$ cat src/rtl/fetch_header_unit_if.sv
// Fetch front-end bundle: instruction-memory request/response plus the decode-side stream.
// master = fetch unit, slave = memory/decode environment.
interface fetch_header_unit_if #(
  parameter int ADDR_W = 32
);
  logic              imem_req;
  logic [ADDR_W-1:0] imem_addr;
  logic [31:0]       imem_rdata;
  logic              stall;
  logic              redirect;
  logic [ADDR_W-1:0] redirect_pc;
  logic              inst_valid;
  logic [31:0]       inst;
  logic [9:0]        inst_header;
  logic [ADDR_W-1:0] inst_pc;

  modport master (
    output imem_req, imem_addr, inst_valid, inst, inst_header, inst_pc,
    input  imem_rdata, stall, redirect, redirect_pc
  );

  modport slave (
    input  imem_req, imem_addr, inst_valid, inst, inst_header, inst_pc,
    output imem_rdata, stall, redirect, redirect_pc
  );
endinterface

$ cat src/rtl/fetch_header_unit.sv
// Sequential instruction fetch into a small prefetch FIFO; presents word, header and PC to decode.
// Redirect flushes the FIFO and drops the response to any request issued before it.
module fetch_header_unit #(
  parameter int                ADDR_W   = 32,
  parameter logic [ADDR_W-1:0] RESET_PC = '0,
  parameter int                DEPTH    = 4
) (
  input logic                  clk,
  input logic                  reset,
  fetch_header_unit_if.master  bus
);
  localparam int PTR_W = $clog2(DEPTH);

  logic [PTR_W-1:0]  rdPtr, wrPtr;
  logic [PTR_W:0]    count;
  logic              inflight;
  logic              killed;
  logic [ADDR_W-1:0] fetchPc;
  logic [ADDR_W-1:0] tagPc;
  logic [31:0]       wordMem [DEPTH];
  logic [ADDR_W-1:0] pcMem   [DEPTH];

  logic              instValid;
  logic              pop;
  logic              push;
  logic              issue;
  logic [PTR_W+1:0]  reserved;
  logic [31:0]       headWord;
  logic [ADDR_W-1:0] headPc;

  // NOTE: every always_comb output gets a value on every path so no latch is inferred.
  always_comb begin
    instValid = ~reset & (count != '0);
    pop       = instValid & ~bus.stall;
    push      = inflight & ~killed;
    // Slots already spoken for: buffered entries plus the response still in flight.
    reserved  = {1'b0, count} + (PTR_W+2)'(inflight) - (PTR_W+2)'(pop);
    issue     = ~reset & ~bus.redirect & (reserved < (PTR_W+2)'(DEPTH));
    headWord  = instValid ? wordMem[rdPtr] : '0;
    headPc    = instValid ? pcMem[rdPtr]   : '0;
  end

  assign bus.imem_req    = issue;
  assign bus.imem_addr   = fetchPc;
  assign bus.inst_valid  = instValid;
  assign bus.inst        = headWord;
  assign bus.inst_header = headWord[31:22];
  assign bus.inst_pc     = headPc;

  // NOTE: sequential state uses non-blocking assignments so all registers update from pre-edge values.
  always_ff @(posedge clk) begin
    if (reset) begin
      fetchPc  <= RESET_PC;
      tagPc    <= '0;
      inflight <= 1'b0;
      killed   <= 1'b0;
      count    <= '0;
      rdPtr    <= '0;
      wrPtr    <= '0;
    end else begin
      inflight <= issue;
      killed   <= bus.redirect;
      if (issue) begin
        tagPc   <= fetchPc;
        fetchPc <= fetchPc + ADDR_W'(4);
      end
      if (bus.redirect) begin
        fetchPc <= {bus.redirect_pc[ADDR_W-1:2], 2'b00};
        count   <= '0;
        rdPtr   <= '0;
        wrPtr   <= '0;
      end else begin
        if (push) wrPtr <= wrPtr + PTR_W'(1);
        if (pop)  rdPtr <= rdPtr + PTR_W'(1);
        count <= count + (PTR_W+1)'(push) - (PTR_W+1)'(pop);
      end
    end
  end

  // NOTE: FIFO storage is not reset; count gates every read, so stale contents are never visible.
  always_ff @(posedge clk) begin
    if (push) begin
      wordMem[wrPtr] <= bus.imem_rdata;
      pcMem[wrPtr]   <= tagPc;
    end
  end
endmodule

$ cat src/flat_wrapper.sv
// flat-port wrapper written by rule: the top's interface ports become plain ports
module fetch_header_unit_flat 
#(
  parameter int                ADDR_W   = 32,
  parameter logic [ADDR_W-1:0] RESET_PC = '0,
  parameter int                DEPTH    = 4
)
  (clk, reset, bus_imem_req, bus_imem_addr, bus_inst_valid, bus_inst, bus_inst_header, bus_inst_pc, bus_imem_rdata, bus_stall, bus_redirect, bus_redirect_pc);
  fetch_header_unit_if #(.ADDR_W(ADDR_W)) bus_i ();
  input logic clk;
  input logic reset;
  output wire logic [$bits(bus_i.imem_req)-1:0] bus_imem_req;
  output wire logic [$bits(bus_i.imem_addr)-1:0] bus_imem_addr;
  output wire logic [$bits(bus_i.inst_valid)-1:0] bus_inst_valid;
  output wire logic [$bits(bus_i.inst)-1:0] bus_inst;
  output wire logic [$bits(bus_i.inst_header)-1:0] bus_inst_header;
  output wire logic [$bits(bus_i.inst_pc)-1:0] bus_inst_pc;
  input wire logic [$bits(bus_i.imem_rdata)-1:0] bus_imem_rdata;
  input wire logic [$bits(bus_i.stall)-1:0] bus_stall;
  input wire logic [$bits(bus_i.redirect)-1:0] bus_redirect;
  input wire logic [$bits(bus_i.redirect_pc)-1:0] bus_redirect_pc;
  assign bus_imem_req = bus_i.imem_req;
  assign bus_imem_addr = bus_i.imem_addr;
  assign bus_inst_valid = bus_i.inst_valid;
  assign bus_inst = bus_i.inst;
  assign bus_inst_header = bus_i.inst_header;
  assign bus_inst_pc = bus_i.inst_pc;
  assign bus_i.imem_rdata = bus_imem_rdata;
  assign bus_i.stall = bus_stall;
  assign bus_i.redirect = bus_redirect;
  assign bus_i.redirect_pc = bus_redirect_pc;
  fetch_header_unit #(.ADDR_W(ADDR_W), .RESET_PC(RESET_PC), .DEPTH(DEPTH)) u_core (.clk(clk), .reset(reset), .bus(bus_i));
endmodule
$ cat config.mk
export PLATFORM = sky130hd
export DESIGN_NAME = fetch_header_unit_flat
export DESIGN_NICKNAME = d
export VERILOG_FILES = /design/src/rtl/fetch_header_unit_if.sv /design/src/rtl/fetch_header_unit.sv /design/src/flat_wrapper.sv
export SDC_FILE = /design/constraint.sdc
export NUM_CORES = 1
export LEC_CHECK = 0
export ABC_AREA = 1
export ABC_CLOCK_PERIOD_IN_PS = 10700
export CORE_MARGIN = 3
export CORE_UTILIZATION = 60
export DETAILED_ROUTE_END_ITERATION = 10
export PLACE_DENSITY = 0.86
export SKIP_LAST_GASP = 1
export SYNTH_ARGS = -nofsm -noshare
export SYNTH_HDL_FRONTEND = slang
export SYNTH_SLANG_ARGS = --single-unit
export TNS_END_PERCENT = 20
$ cat constraint.sdc
create_clock -name clk -period 10.7 [get_ports clk]
set_input_delay 1.605 -clock clk [delete_from_list [all_inputs] [get_ports clk]]
set_output_delay 1.605 -clock clk [all_outputs]
set_load 0.1 [all_outputs]
==> results of run 1 <==
==> sequential cells by signal (all words and copies together) (netlist names), named ones only <==
name                  flops
u_core.wordMem          128
u_core.pcMem            120
u_core.bus.imem_addr     30
u_core.tagPc             30
u_core.count              3
u_core.rdPtr              2
u_core.wrPtr              2
u_core.inflight           1
u_core.killed             1
==> how the worst max path moves through the flow <==
stage                     slack (ps)                 end  cells past startpoint
final                           3010        bus_imem_req                     15
after detailed placement        3030        bus_imem_req                     15
after CTS                       3010        bus_imem_req                     15
after global placement          3100        bus_imem_req                     15
after floorplan                 5080  bus_inst_header[0]                      5
after global routing            2750        bus_imem_req                     15
==> worst reg2reg max path, delay by kind of cell, from the launching register on <==
kind                     cells  cell delay, ps
buffers and inverters        4            1420
AND/OR/NAND/NOR              9            1130
flip-flops                   1             350
AO/OA/AOI/OAI                1             230
adder cells (fa/ha/maj)      2             520
==> cell type report <==
cell class              count  area (µm²)
clock buffers              45         888
clock inverters            13        97.6
fillers                  1467        5730
inverters                  73         275
multi-input cells         871        4020
flip-flops and latches    319        8870
well taps                 280         350
repair buffers            182        1790
==> per-layer routing <==
metal | share of wire [%] | track usage [%] | up-vias | wire [µm]
met2 | 49 | 42.3 | 461 | 15300
li1 | - | - | 4833 | -
met3 | 7.4 | 3.57 | 65 | 2320
met4 | 2.6 | 8.38 | 0 | 808
met1 | 42 | 34.1 | 4738 | 13100
met5 | 0 | 0 | - | 0
==> cell usage in the layout (no fill, tap or decap), drive strengths merged, types with 2 or more instances in the layout <==
master / n
a21boi: 3
a21oi: 120
a22oi: 5
buf: 13
clkbuf: 45
clkdlybuf4s50: 169
clkinv: 9
clkinvlp: 3
conb: 4
dfxtp: 71
edfxtp: 248
ha: 9
inv: 73
nand2: 180
nand3: 55
nand4: 3
nor2: 312
o21ai: 172
o21ba: 2
==> cells by family after synthesis <==
logic type / count (synthesis)
and+or+nand+nor: 552
other: 1
DFF: 319
xor gates and xnor gates: 2
adders and majority gates: 10
buffers and inverters: 159
AOI/OAI and AO/OA: 303
==> power by group through the flow <==
stage,Sequential [µW],Clock (µW),Combinational [µW]
5_1_grt,1420,1100,307
3_5_place_dp,1440,0,286
6_report,1410,1030,287
3_3_place_gp,1440,0,280
2_1_floorplan,1480,0,159
4_1_cts,1410,1050,288
==> stage by stage <==
step	area, µm²	util, %	hold slack (ps)
final	16300	74.0	507
after detailed placement	15300	69.5	463
after global routing	16300	74.0	522
after floorplan	13600	-	436
after CTS	16300	74.0	499
after global placement	15300	69.5	444
==> metrics.md, run 1 <==
| Metric | Value |
|---|---|
| Status | `complete, no violations` |
| Peak supply drop | `0.111 mV` |
| Final Hold Vio Count | `0` |
| Root buffer cell | `clkbuf_16` |
| Synth area leader | `edfxtp_1` |
| Area contributors post-synth | `edfxtp_1, dfxtp_1, nor2_1` |
| Adder-cell share of the synthesized area | `0.978%` |
| R2r worst-path depth | `16` |
| DRT iter0 DRCs | `853` |
| Final min period | `7690 ps` |
| Antenna Cells | `0` |
| Top_reg_cell synth | `edfxtp_1` |
| Synth Area in Simple Gates | `16.6%` |
| Die X | `156 µm` |
| Most common cell in the netlist | `nor2_1` |
| CP required | `9100 ps` |
| Hold-fix buffers, CTS | `0` |
| H-tree levels | `1` |
| Number of synthesized register bits | `319` |
| Static Leak | `0.00580 µW` |
| FF-to-FF setup slack | `6980 ps` |
| Post-synthesis compound-gate area fraction | `11.6%` |
| Residual DRC | `0` |
| RSZ-0062 raised after global routing | `false` |
| Core area | `22000 µm²` |
| Clk slew on worst S/H paths | `60 ps` |
| WHS Endpoint | `u_core.pcMem[0][24]` |
| Main combinational cell family by area after synthesis | `simple AND/OR/NAND/NOR gates` |
| Netlist cell types | `35` |
| Clk sink count | `319` |
| Critical-path cell list | `clkdlybuf4s50_1 -> buf_4 -> inv_2 -> o31ai_4 -> buf_4 -> nor2_1 -> ha_1 -> inv_1 -> ha_1 -> nand3_1 -> nand2_1 -> nand2_1 -> nand3_2 -> nor2_4 -> clkdlybuf4s50_1` |
| FF-to-FF End | `u_core.bus.imem_addr[31]` |
| Number of max-cap violations | `0` |
| Grt ovf | `0` |
| Ys Warns | `0` |
| Mux contribution to synthesized area | `0%` |
| Final GP Congestion | `0.910` |
| CP max-delay cell | `clkdlybuf4s50_1` |
| CTS resizes | `0` |
| Pin count of the biggest net entering global routing | `77` |
| Buffers on Ports | `169` |
| Gr usage total | `25.1%` |
| Skew final | `11.3 ps` |
| Final Instance Count excl. Fillers | `1783` |
| CP max stage delay | `1160 ps` |
| Cts bufs inserted | `31` |
| Final Max Slew Viols | `0` |
| Cell row count | `54` |
| P_sw | `680 µW` |
| Clk buf depth | `3` |
| Vias in the first global route | `9980` |
| CP arrival | `6090 ps` |
| Initial DRT Pass Iterations | `7` |
| Critical-path maximum fanout | `64` |
| CTS tree | `yes` |
| Crit path capture type | `output port` |
| Routed vias/inst | `5.66` |
| Endpoints failing setup | `0` |
| I/O Pins | `176` |
| Detailed placer's ending HPWL | `18.9 mm` |
| Post-synthesis xor/xnor area fraction | `0.129%` |
| Die Y | `156 µm` |
| Crit start category | `input pin` |
| Layout Nets | `1556` |
| Hold Crit Class | `reg -> reg` |
| Min-delay src | `u_core.tagPc[24]` |
| Post-synthesis sequential area ratio | `65.4%` |
| Placed Instances | `1725` |
| Slew margin rel. | `30.5%` |
| Area Growth Syn to Fin | `20.2%` |
| Top cell type's share of synthesized area | `54.9%` |
| R2r startpoint | `u_core.count[0]` |
| Global-route wire length before repair | `49.6 mm` |
| Number of synthesized flops with an enable pin | `248` |
| CP Buf/Inv Count | `6` |
| DR WL/cell | `17.6 µm` |
| Hold Crit Depth | `0` |
| Syn Area/Cell | `10.1 µm²` |
| Internal power | `2060 µW` |
| TNS Setup | `0 ps` |
| Vias | `10097` |
| Initial antenna violation count | `0` |
| Flop pwr share | `51.7%` |
| Pwr dens | `168 nW/µm²` |
| # Post-CTS Setup Buffers | `0` |
| Fmax | `0.130 GHz` |
| Worst setup path start | `reset` |
| Critical path class | `in -> out` |
| Post-route ant nets | `0` |
| Sw Ratio | `24.9%` |
| DP Worst Slack | `3030 ps` |
| Clock power share | `37.8%` |
| Comb pwr share | `10.5%` |
| Synth cell count leaders | `nor2_1, edfxtp_1, nand2_1` |
| Share of flip-flops with an asynchronous set or reset | `0%` |
| Clock Latency Late Sink | `550 ps` |
| Crit path max-delay family | `buffers and inverters` |
| Syn Inst Count | `1346` |
| Total Power | `2740 µW` |
| Worst-Margin Slew | `1040 ps` |
| Post-Route WL | `31.5 mm` |
| Die area | `24400 µm²` |
| Crit share post-route | `71.9%` |
| Fraction of layout cells with a size suffix above 1 | `6.32%` |
| Worst setup margin | `3010 ps` |
| Initial Util | `61.6%` |
| Mapped cell area | `13600 µm²` |
Note: power is estimated with default switching activity, not from simulation.
==> run 2: changes to the inputs <==
--- a/config.mk
+++ b/config.mk
@@ -6,11 +6,11 @@
 export NUM_CORES = 1
 export LEC_CHECK = 0
 export ABC_AREA = 1
-export ABC_CLOCK_PERIOD_IN_PS = 10700
+export ABC_CLOCK_PERIOD_IN_PS = 7150
 export CORE_MARGIN = 3
-export CORE_UTILIZATION = 60
+export CORE_UTILIZATION = 55
 export DETAILED_ROUTE_END_ITERATION = 10
-export PLACE_DENSITY = 0.86
+export PLACE_DENSITY = 0.8
 export SKIP_LAST_GASP = 1
 export SYNTH_ARGS = -nofsm -noshare
 export SYNTH_HDL_FRONTEND = slang
==> constraint.sdc (replaced) <==
create_clock -name clk -period 7.15 [get_ports clk]
set_input_delay 1.0725 -clock clk [delete_from_list [all_inputs] [get_ports clk]]
set_output_delay 1.0725 -clock clk [all_outputs]
set_load 0.1 [all_outputs]
==> run 2 against run 1 <==
Final cell count up 2.2%. First-iteration DRC count down 8.1%. Die area up 8.7%. Worst hold slack worse by 22 ps. Power up 53%.
==> metrics.md, run 2 (synthesized netlist as in run 1, its figures left out) <==
| Metric | Value |
|---|---|
| Slew margin rel. | `29.2% (was 30.5%)` |
| R2r worst-path depth | `16 (unchanged)` |
| Most common cell after layout, fill and taps aside | `nor2_1 (unchanged)` |
| Die area | `26600 µm² (was 24400 µm²)` |
| Die Y | `163 µm (was 156 µm)` |
| CP most frequent cell | `buf_4` |
| Number of flip-flops in the largest register | `128 (unchanged)` |
| Peak supply drop | `0.219 mV (was 0.111 mV)` |
| Gr usage total | `23.3% (was 25.1%)` |
| # Post-CTS Setup Buffers | `0 (unchanged)` |
| Hold WS | `485 ps (was 507 ps)` |
| DR WL/cell | `17.1 µm (was 17.6 µm)` |
| Crit start category | `input pin (unchanged)` |
| Core area | `23800 µm² (was 22000 µm²)` |
| Final Max Slew Viols | `0 (unchanged)` |
| Initial DRT Pass Iterations | `5 (was 7)` |
| Post-route ant nets | `0 (unchanged)` |
| Status | `complete, no violations (unchanged)` |
| CTS tree | `yes (unchanged)` |
| Clk buf depth | `3 (unchanged)` |
| Global-route wire length before repair | `49.5 mm (was 49.6 mm)` |
| Crit path capture type | `output port (unchanged)` |
| Clock Latency Late Sink | `540 ps (was 550 ps)` |
| H-tree levels | `1 (unchanged)` |
| Hold-fix buffers, CTS | `0 (unchanged)` |
| Number of max-cap violations | `0 (unchanged)` |
| Pwr dens | `255 nW/µm² (was 168 nW/µm²)` |
| TNS Setup | `0 ps (unchanged)` |
| CTS resizes | `0 (unchanged)` |
| Skew final | `9.17 ps (was 11.3 ps)` |
| Clk slew on worst S/H paths | `60 ps (about the same)` |
| Initial Util | `56.9% (was 61.6%)` |
| Antenna Cells | `0 (unchanged)` |
| Vias in the first global route | `9861 (was 9980)` |
| Endpoints failing setup | `0 (unchanged)` |
| Layout Nets | `1557 (was 1556)` |
| Critical-path maximum fanout | `40 (was 64)` |
| Vias | `9996 (was 10097)` |
| Residual DRC | `0 (unchanged)` |
| Grt ovf | `0 (unchanged)` |
| Clk sink count | `319 (unchanged)` |
| Crit path max-delay family | `buffers and inverters (unchanged)` |
| Cell row count | `56 (was 54)` |
| RSZ-0062 raised after global routing | `false (unchanged)` |
| Static Leak | `0.00582 µW (was 0.00580 µW)` |
| Area Growth Syn to Fin | `20.9% (was 20.2%)` |
| Worst path depth | `15 (unchanged)` |
| Routed vias/inst | `5.49 (was 5.66)` |
| Hold Crit Class | `reg -> reg (unchanged)` |
| Final Hold Vio Count | `0 (unchanged)` |
| Final min period | `5400 ps` |
| Fraction of layout cells with a size suffix above 1 | `6.12% (was 6.32%)` |
| Fmax | `0.185 GHz` |
| Top reg by flops | `u_core.wordMem (unchanged)` |
| Post-Route WL | `31.2 mm (was 31.5 mm)` |
| Root buffer cell | `clkbuf_16 (unchanged)` |
| Detailed placer's ending HPWL | `18.9 mm (about the same)` |
| CP max stage delay | `550 ps (was 1160 ps)` |
| Commonest non-fill, non-tap cells in the layout | `nor2_1, edfxtp_1, nand2_1, clkdlybuf4s50_1, o21ai_0 (unchanged)` |
| Critical-path cell list | `clkdlybuf4s50_1 -> buf_4 -> inv_2 -> o31ai_4 -> buf_4 -> nor2_1 -> ha_1 -> inv_1 -> ha_1 -> nand3_1 -> nand2_1 -> nand2_1 -> nand3_2 -> nor2_4 -> buf_4 (was clkdlybuf4s50_1 -> buf_4 -> inv_2 -> o31ai_4 -> buf_4 -> nor2_1 -> ha_1 -> inv_1 -> ha_1 -> nand3_1 -> nand2_1 -> nand2_1 -> nand3_2 -> nor2_4 -> clkdlybuf4s50_1)` |
| Critical path class | `in -> out (unchanged)` |
| CP Buf/Inv Count | `6 (unchanged)` |
| CP max-delay cell | `inv_2 (was clkdlybuf4s50_1)` |
| CP arrival | `4320 ps (was 6090 ps)` |
| Initial antenna violation count | `1 (was 0)` |
| Pin count of the biggest net entering global routing | `85 (was 77)` |
| FF-to-FF setup slack | `4000 ps (was 6980 ps)` |
| Cts bufs inserted | `31 (unchanged)` |
| Worst-Margin Slew | `1060 ps (was 1040 ps)` |
| CP required | `6080 ps (was 9100 ps)` |
| DRT iter0 DRCs | `784 (was 853)` |
| Buffers on Ports | `169 (unchanged)` |
| Hold Crit Depth | `2 (was 0)` |
| Crit share post-route | `75.5%` |
| Largest registers | `u_core.wordMem x128, u_core.pcMem x120 (unchanged)` |
| Final GP Congestion | `0.943 (was 0.910)` |
| Die X | `163 µm (was 156 µm)` |
| I/O Pins | `176 (unchanged)` |
run 2: cell count changes in the layout (fill, tap and decap cells not counted), moves of 4 or more:
cell,before,now
clkinv_2,8,4
clkinv_1,1,7
bufinv_16,1,5
clkbuf_8,6,1
run 2: path summary, 6_finish.rpt:
check,startpoint,to
worst max register to register,u_core.count[1],u_core.bus.imem_addr[22]
worst min-delay path,u_core.rdPtr[1],register
worst max-delay path,reset,bus_imem_req
worst min register to register,u_core.rdPtr[1],register
run 2: where the power goes:
part           switching, µW  internal, µW  total, µW
Combinational            313           116        429
Sequential              49.1          2070       2110
Clock                    652           983       1640
Total                   1010          3160       4180
run 2: final cells by class:
type | count | area (µm²)
Clock buffer | 38 | 812
Inverter | 73 | 275
Clock inverter | 19 | 224
Timing Repair Buffer | 183 | 1790
Sequential cell | 319 | 8870
Tap cell | 319 | 399
Fill cell | 1746 | 7420
Multi-Input combinational cell | 871 | 4020
run 2: metrics by stage:
| step | total power, µW | worst slack [ps] | instance area [µm²] | utilization (%) | cells |
|---|---|---|---|---|---|
| 4_1_cts | 4200 | 1760 | 16400 | 68.8 | 1822 |
| 3_3_place_gp | 2570 | 1840 | 15400 | 64.5 | 1765 |
| 3_5_place_dp | 2580 | 1770 | 15400 | 64.5 | 1765 |
| 2_1_floorplan | 2450 | 2600 | 13600 | - | 1349 |
| 6_report | 4180 | 1750 | 16400 | 68.8 | 1822 |
| 5_1_grt | 4310 | 1560 | 16400 | 68.8 | 1822 |
run 2: worst register-to-register path: cells and delay by family (launching register included):
family / cells / cell delay, ps
flip-flops: 1 / 350
adder cells (fa/ha/maj): 2 / 470
AND/OR/NAND/NOR: 9 / 1000
AO/OA/AOI/OAI: 1 / 240
buffers and inverters: 4 / 1050
run 2: routing by layer:
metal / track usage [%] / wire length (µm) / vias up
met2: 38.5 / 14900 / 432
met4: 9.15 / 951 / 2
met5: 0 / 13 / -
li1: - / - / 4825
met3: 3.96 / 2480 / 70
met1: 30.9 / 12800 / 4667
